$ cat src/rtl/pdp8_mem_arbiter.sv
// Shares one pdp8_ram port between the CPU and the DMA path, one access at a time.
// Sequence: grant (IDLE) -> RAM_LAT strobe cycles (ACCESS) -> one-cycle done (RESP).
module pdp8_mem_arbiter #(
    parameter int ADDR_W     = 15,
    parameter int DATA_W     = 12,
    parameter int RAM_LAT    = 2,
    parameter int CPU_STARVE = 3
) (
    input  logic              clk,
    input  logic              reset,
    input  logic              cpu_req,
    input  logic              cpu_we,
    input  logic [ADDR_W-1:0] cpu_addr,
    input  logic [DATA_W-1:0] cpu_wdata,
    output logic              cpu_done,
    output logic [DATA_W-1:0] cpu_rdata,
    input  logic              dma_req,
    input  logic              dma_we,
    input  logic [ADDR_W-1:0] dma_addr,
    input  logic [DATA_W-1:0] dma_wdata,
    output logic              dma_done,
    output logic [DATA_W-1:0] dma_rdata,
    output logic [ADDR_W-1:0] ram_addr,
    output logic [DATA_W-1:0] ram_wdata,
    input  logic [DATA_W-1:0] ram_rdata,
    output logic              ram_rd,
    output logic              ram_wr,
    output logic              busy,
    output logic              owner_dma
);
    localparam int BEAT_W = $clog2(RAM_LAT + 1);
    localparam int STV_W  = $clog2(CPU_STARVE + 1);

    typedef enum logic [1:0] {S_IDLE, S_ACCESS, S_RESP} state_t;

    state_t            r_state;
    state_t            w_state_nxt;
    logic [BEAT_W-1:0] r_beat;
    logic [STV_W-1:0]  r_starve;
    logic              r_we;
    logic              r_owner_dma;
    logic [ADDR_W-1:0] r_ram_addr;
    logic [DATA_W-1:0] r_ram_wdata;
    logic [DATA_W-1:0] r_cpu_rdata;
    logic [DATA_W-1:0] r_dma_rdata;
    logic              w_grant_dma;
    logic              w_grant_cpu;
    logic              w_last_beat;

    always_ff @(posedge clk or posedge reset) begin
        if (reset) begin
            r_state <= S_IDLE;
        end else begin
            r_state <= w_state_nxt;
        end
    end

    always_comb begin
        w_state_nxt = r_state;
        w_grant_dma = 1'b0;
        w_grant_cpu = 1'b0;
        w_last_beat = (r_beat == BEAT_W'(1));
        case (r_state)
            S_IDLE: begin
                // DMA has priority until the CPU has been passed over CPU_STARVE times.
                w_grant_dma = dma_req && (!cpu_req || (r_starve != STV_W'(CPU_STARVE)));
                w_grant_cpu = cpu_req && !w_grant_dma;
                if (w_grant_dma || w_grant_cpu) begin
                    w_state_nxt = S_ACCESS;
                end
            end
            S_ACCESS: begin
                if (w_last_beat) begin
                    w_state_nxt = S_RESP;
                end
            end
            S_RESP:  w_state_nxt = S_IDLE;
            default: w_state_nxt = S_IDLE;
        endcase
    end

    always_ff @(posedge clk or posedge reset) begin
        if (reset) begin
            r_beat      <= '0;
            r_starve    <= '0;
            r_we        <= 1'b0;
            r_owner_dma <= 1'b0;
            r_ram_addr  <= '0;
            r_ram_wdata <= '0;
            r_cpu_rdata <= '0;
            r_dma_rdata <= '0;
        end else begin
            if (w_grant_dma || w_grant_cpu) begin
                r_owner_dma <= w_grant_dma;
                r_we        <= w_grant_dma ? dma_we    : cpu_we;
                r_ram_addr  <= w_grant_dma ? dma_addr  : cpu_addr;
                r_ram_wdata <= w_grant_dma ? dma_wdata : cpu_wdata;
                r_beat      <= BEAT_W'(RAM_LAT);
            end
            if (w_grant_cpu || (w_grant_dma && !cpu_req)) begin
                r_starve <= '0;
            end else if (w_grant_dma && (r_starve != STV_W'(CPU_STARVE))) begin
                r_starve <= r_starve + STV_W'(1);
            end
            if (r_state == S_ACCESS) begin
                r_beat <= r_beat - BEAT_W'(1);
                if (w_last_beat) begin
                    if (r_owner_dma) begin
                        r_dma_rdata <= ram_rdata;
                    end else begin
                        r_cpu_rdata <= ram_rdata;
                    end
                end
            end
        end
    end

    // Strobes and done are pure decodes of registered state, so reset kills them at once.
    assign ram_rd    = (r_state == S_ACCESS) && !r_we;
    assign ram_wr    = (r_state == S_ACCESS) &&  r_we;
    assign cpu_done  = (r_state == S_RESP) && !r_owner_dma;
    assign dma_done  = (r_state == S_RESP) &&  r_owner_dma;
    assign busy      = (r_state != S_IDLE);
    assign owner_dma = r_owner_dma;
    assign ram_addr  = r_ram_addr;
    assign ram_wdata = r_ram_wdata;
    assign cpu_rdata = r_cpu_rdata;
    assign dma_rdata = r_dma_rdata;
endmodule
$ cat config.mk
export PLATFORM = sky130hd
export DESIGN_NAME = pdp8_mem_arbiter
export DESIGN_NICKNAME = d
export VERILOG_FILES = /design/src/rtl/pdp8_mem_arbiter.sv
export SDC_FILE = /design/constraint.sdc
export NUM_CORES = 1
export LEC_CHECK = 0
export ABC_AREA = 1
export BUFFER_PORTS_ARGS = -buffer_cell sky130_fd_sc_hd__clkbuf_2
export CORE_MARGIN = 2
export CORE_UTILIZATION = 48
export DETAILED_ROUTE_END_ITERATION = 12
export PLACE_DENSITY = 0.79
export SLEW_MARGIN = 20
export SYNTH_ARGS = -nofsm -noshare
export SYNTH_HDL_FRONTEND = slang
export SYNTH_SLANG_ARGS = --single-unit
$ cat constraint.sdc
create_clock -name clk -period 1.75 [get_ports clk]
set_input_delay 0.0875 -clock clk [delete_from_list [all_inputs] [get_ports clk]]
set_output_delay 0.0875 -clock clk [all_outputs]
set_load 0.05 [all_outputs]
==> metrics.txt <==
largest net degree at the start of global routing 36; Cell Area, Synth 3000 um2; maximum vdd drop 1940 uV; layout cells sized above 1 0.367; fillers 523; fmax 661 MHz; Row Count 28; # setup viols final 0; Synthesis Warnings 0; Congestion Overflow GR 0; Fin Clk Skew 8.77 ps; Detailed Routing Iterations Pass 1 4; class of the worst hold path input pin to flop; Avg Vias per Cell 4.70; final instance area 3900 um2; n_diodes 0; Detail Placement HPWL 5130 um; Synth Instances 372; DIE AREA 6890 um2; register share of total power 0.290; CTS max path bufs 2; Resized Gates After CTS 0; CTS tree built; Yosys top cell by area dfrtp_1; Initial Util 0.500; clk root buf clkbuf_8; CP top delay family flip-flops; CTS Buf Count 9; post-synth top area share 0.493; Worst-path clk slew 70 ps; Die X-Extent 83.0 um; Pint 3.84 mW; Nets 578; Slew @ Worst Pin 530 ps; vias in the first global route 2775; CTS sink cnt 59; critical path capture point type output port; crit path buf inv count 1; worst-path maximum fanout 7; status finished clean; initial antenna violation count 0; Die Ht 83.0 um; Mapped Nets 446; WL final 6950 um; slowest CP cell dfrtp_1; fin crit period 1510 ps; slowest stage delay, CP 520 ps; RSZ-0062 raised after global routing no; TNS Setup 0 ps; GR Util All Layers 0.212; Avg WL per Cell 11.9 um; first-pass GRT wire length 12100 um; Fin. Hold Viols 0; count of cell types in the netlist 24; clock share of power 0.143; # DRC 0; initial DRC count 136; io pins 129; PD cells 2170 nW/um2; Req. time, crit path 1660 ps; Placed Area 3670 um2; sequential area share after synthesis 0.493; critical setup path kind flop to output port; top post-synthesis cells by area dfrtp_1 49%, nand2_1 17%, inv_1 9.5%, o21ai_2 6.4%, nand3_1 4.7%; GP Congestion 0.815; CP startpoint kind flop; CTS H-Tree Depth 3; combinational power share 0.566; Tcrit/Tclk final 0.864; FF+latch count, synth 59; Slew Limit Fails 0; Hold Slack 20.2 ps; count of buffers from port buffering 128; P&R area growth vs syn 30.1%; switch share 0.547; detailed-route via count 2745; worst path arrival time 1430 ps; worst skew pair latency 330 ps; cells along the critical path nand2_4 -> nor2_1 -> clkbuf_2; Leakage 2.45 nW; syn avg cell area 8.05 um2; Core ar. 5990 um2; Max-cap violations 0; Final ANT Viol Nets 0; relative slew slack 0.646; P_sw 4.64 mW
-- flip-flops by register name (all words and copies together) (netlist names) --
signal     flops
r_starve       2
ram_addr      15
owner_dma      1
r_state        2
r_beat         2
ram_wdata     12
cpu_rdata     12
r_we           1
dma_rdata     12
-- kinds of logic after synthesis --
logic type	Yosys count	synth area share
AO/OA/AOI/OAI	28	0.0743
adder cells (fa/ha/maj)	2	0.00835
buffers and inverters	95	0.150
flip-flops	59	0.493
AND/OR/NAND/NOR	188	0.275
-- layout make-up --
| class | instances | area (um2) | share of cell area |
|---|---|---|---|
| flip-flops and latches | 59 | 1480 | 0.379 |
| multi-input cells | 218 | 1080 | 0.277 |
| repair buffers | 138 | 761 | 0.195 |
| inverters | 78 | 293 | 0.0751 |
| clock buffers | 9 | 124 | 0.0318 |
| well taps | 75 | 93.8 | 0.0241 |
| clock inverters | 7 | 68.8 | 0.0177 |
-- path summary, 6_finish.rpt --
path	startpoint	end	slack, ps	depth (start not counted)
worst min register to register	ram_addr[2]$_DFFE_PP0P_	ram_addr[2]$_DFFE_PP0P_	480	2
worst max-delay path	r_state[0]$_DFFE_PP0P_	ram_rd	240	3
worst max register to register	r_starve[0]$_DFFE_PP0P_	ram_addr[12]$_DFFE_PP0P_	270	7
max in group asynchronous	reset	ram_addr[9]$_DFFE_PP0P_	840	4
min in group asynchronous	reset	dma_rdata[10]$_DFFE_PP0P_	330	3
worst min-delay path	ram_rdata[6]	dma_rdata[6]$_DFFE_PP0P_	20	3
-- per-layer routing --
metal / global-route usage / up-vias / wire length [um]
li1: - / 1375 / -
met1: 0.262 / 1250 / 2970
met2: 0.359 / 105 / 3410
met3: 0.0547 / 15 / 440
met4: 0.0775 / 0 / 131
met5: 0 / - / 0
-- power by group through the flow --
| stage | Combinational, mW | Clock [mW] | Sequential [mW] |
|---|---|---|---|
| after floorplan | 1.73 | 0 | 4.48 |
| after global placement | 4.74 | 0 | 2.45 |
| after detailed placement | 4.83 | 0 | 2.47 |
| after CTS | 4.85 | 1.23 | 2.46 |
| after global routing | 5.16 | 1.30 | 2.53 |
| final | 4.80 | 1.21 | 2.46 |
-- cells in the final DEF, fill, tap and decap left out, drive strengths merged, types with 3 or more instances in the layout --
cell type    count
inv             78
dlygate4sd3      3
nand3           29
buf              7
o21ai           27
clkbuf         137
nand4            7
clkinv           4
nand2          141
dfrtp           59
nor2             8
-- cells in the mapped netlist (all sizes together) --
library cell,number
buf,16
clkbuf,1
nand2,141
nand4,7
o21ai,27
nor2,8
nor3,2
and2,1
ha,2
inv,78
a21oi,1
nand3,29
dfrtp,59
-- metrics by stage --
step           utilization  setup slack, ps  instances  power (mW)
6_report             0.651              237        584        8.47
5_1_grt              0.651              173        584        8.99
4_1_cts              0.651              199        584        8.54
3_5_place_dp         0.613              281        565        7.30
3_3_place_gp         0.613              351        565        7.19
2_1_floorplan            -              123        372        6.21
-- worst register-to-register path, cell delays in order, from the launching register on --
cell     delay (ps)
dfrtp_1         400
ha_1            210
nand2_2         130
and2_1          230
buf_12          180
nand2_1          80
nand3_1          90
nand2_1          60
-- timing repair --
action / 4_1_cts / 5_1_grt
setup endpoints to repair: 0 / 0
hold buffers: 3 / 0
hold endpoints to repair: 26 / 0
buffers inserted: 0 / 0
Note: power is estimated with default switching activity, not from simulation.
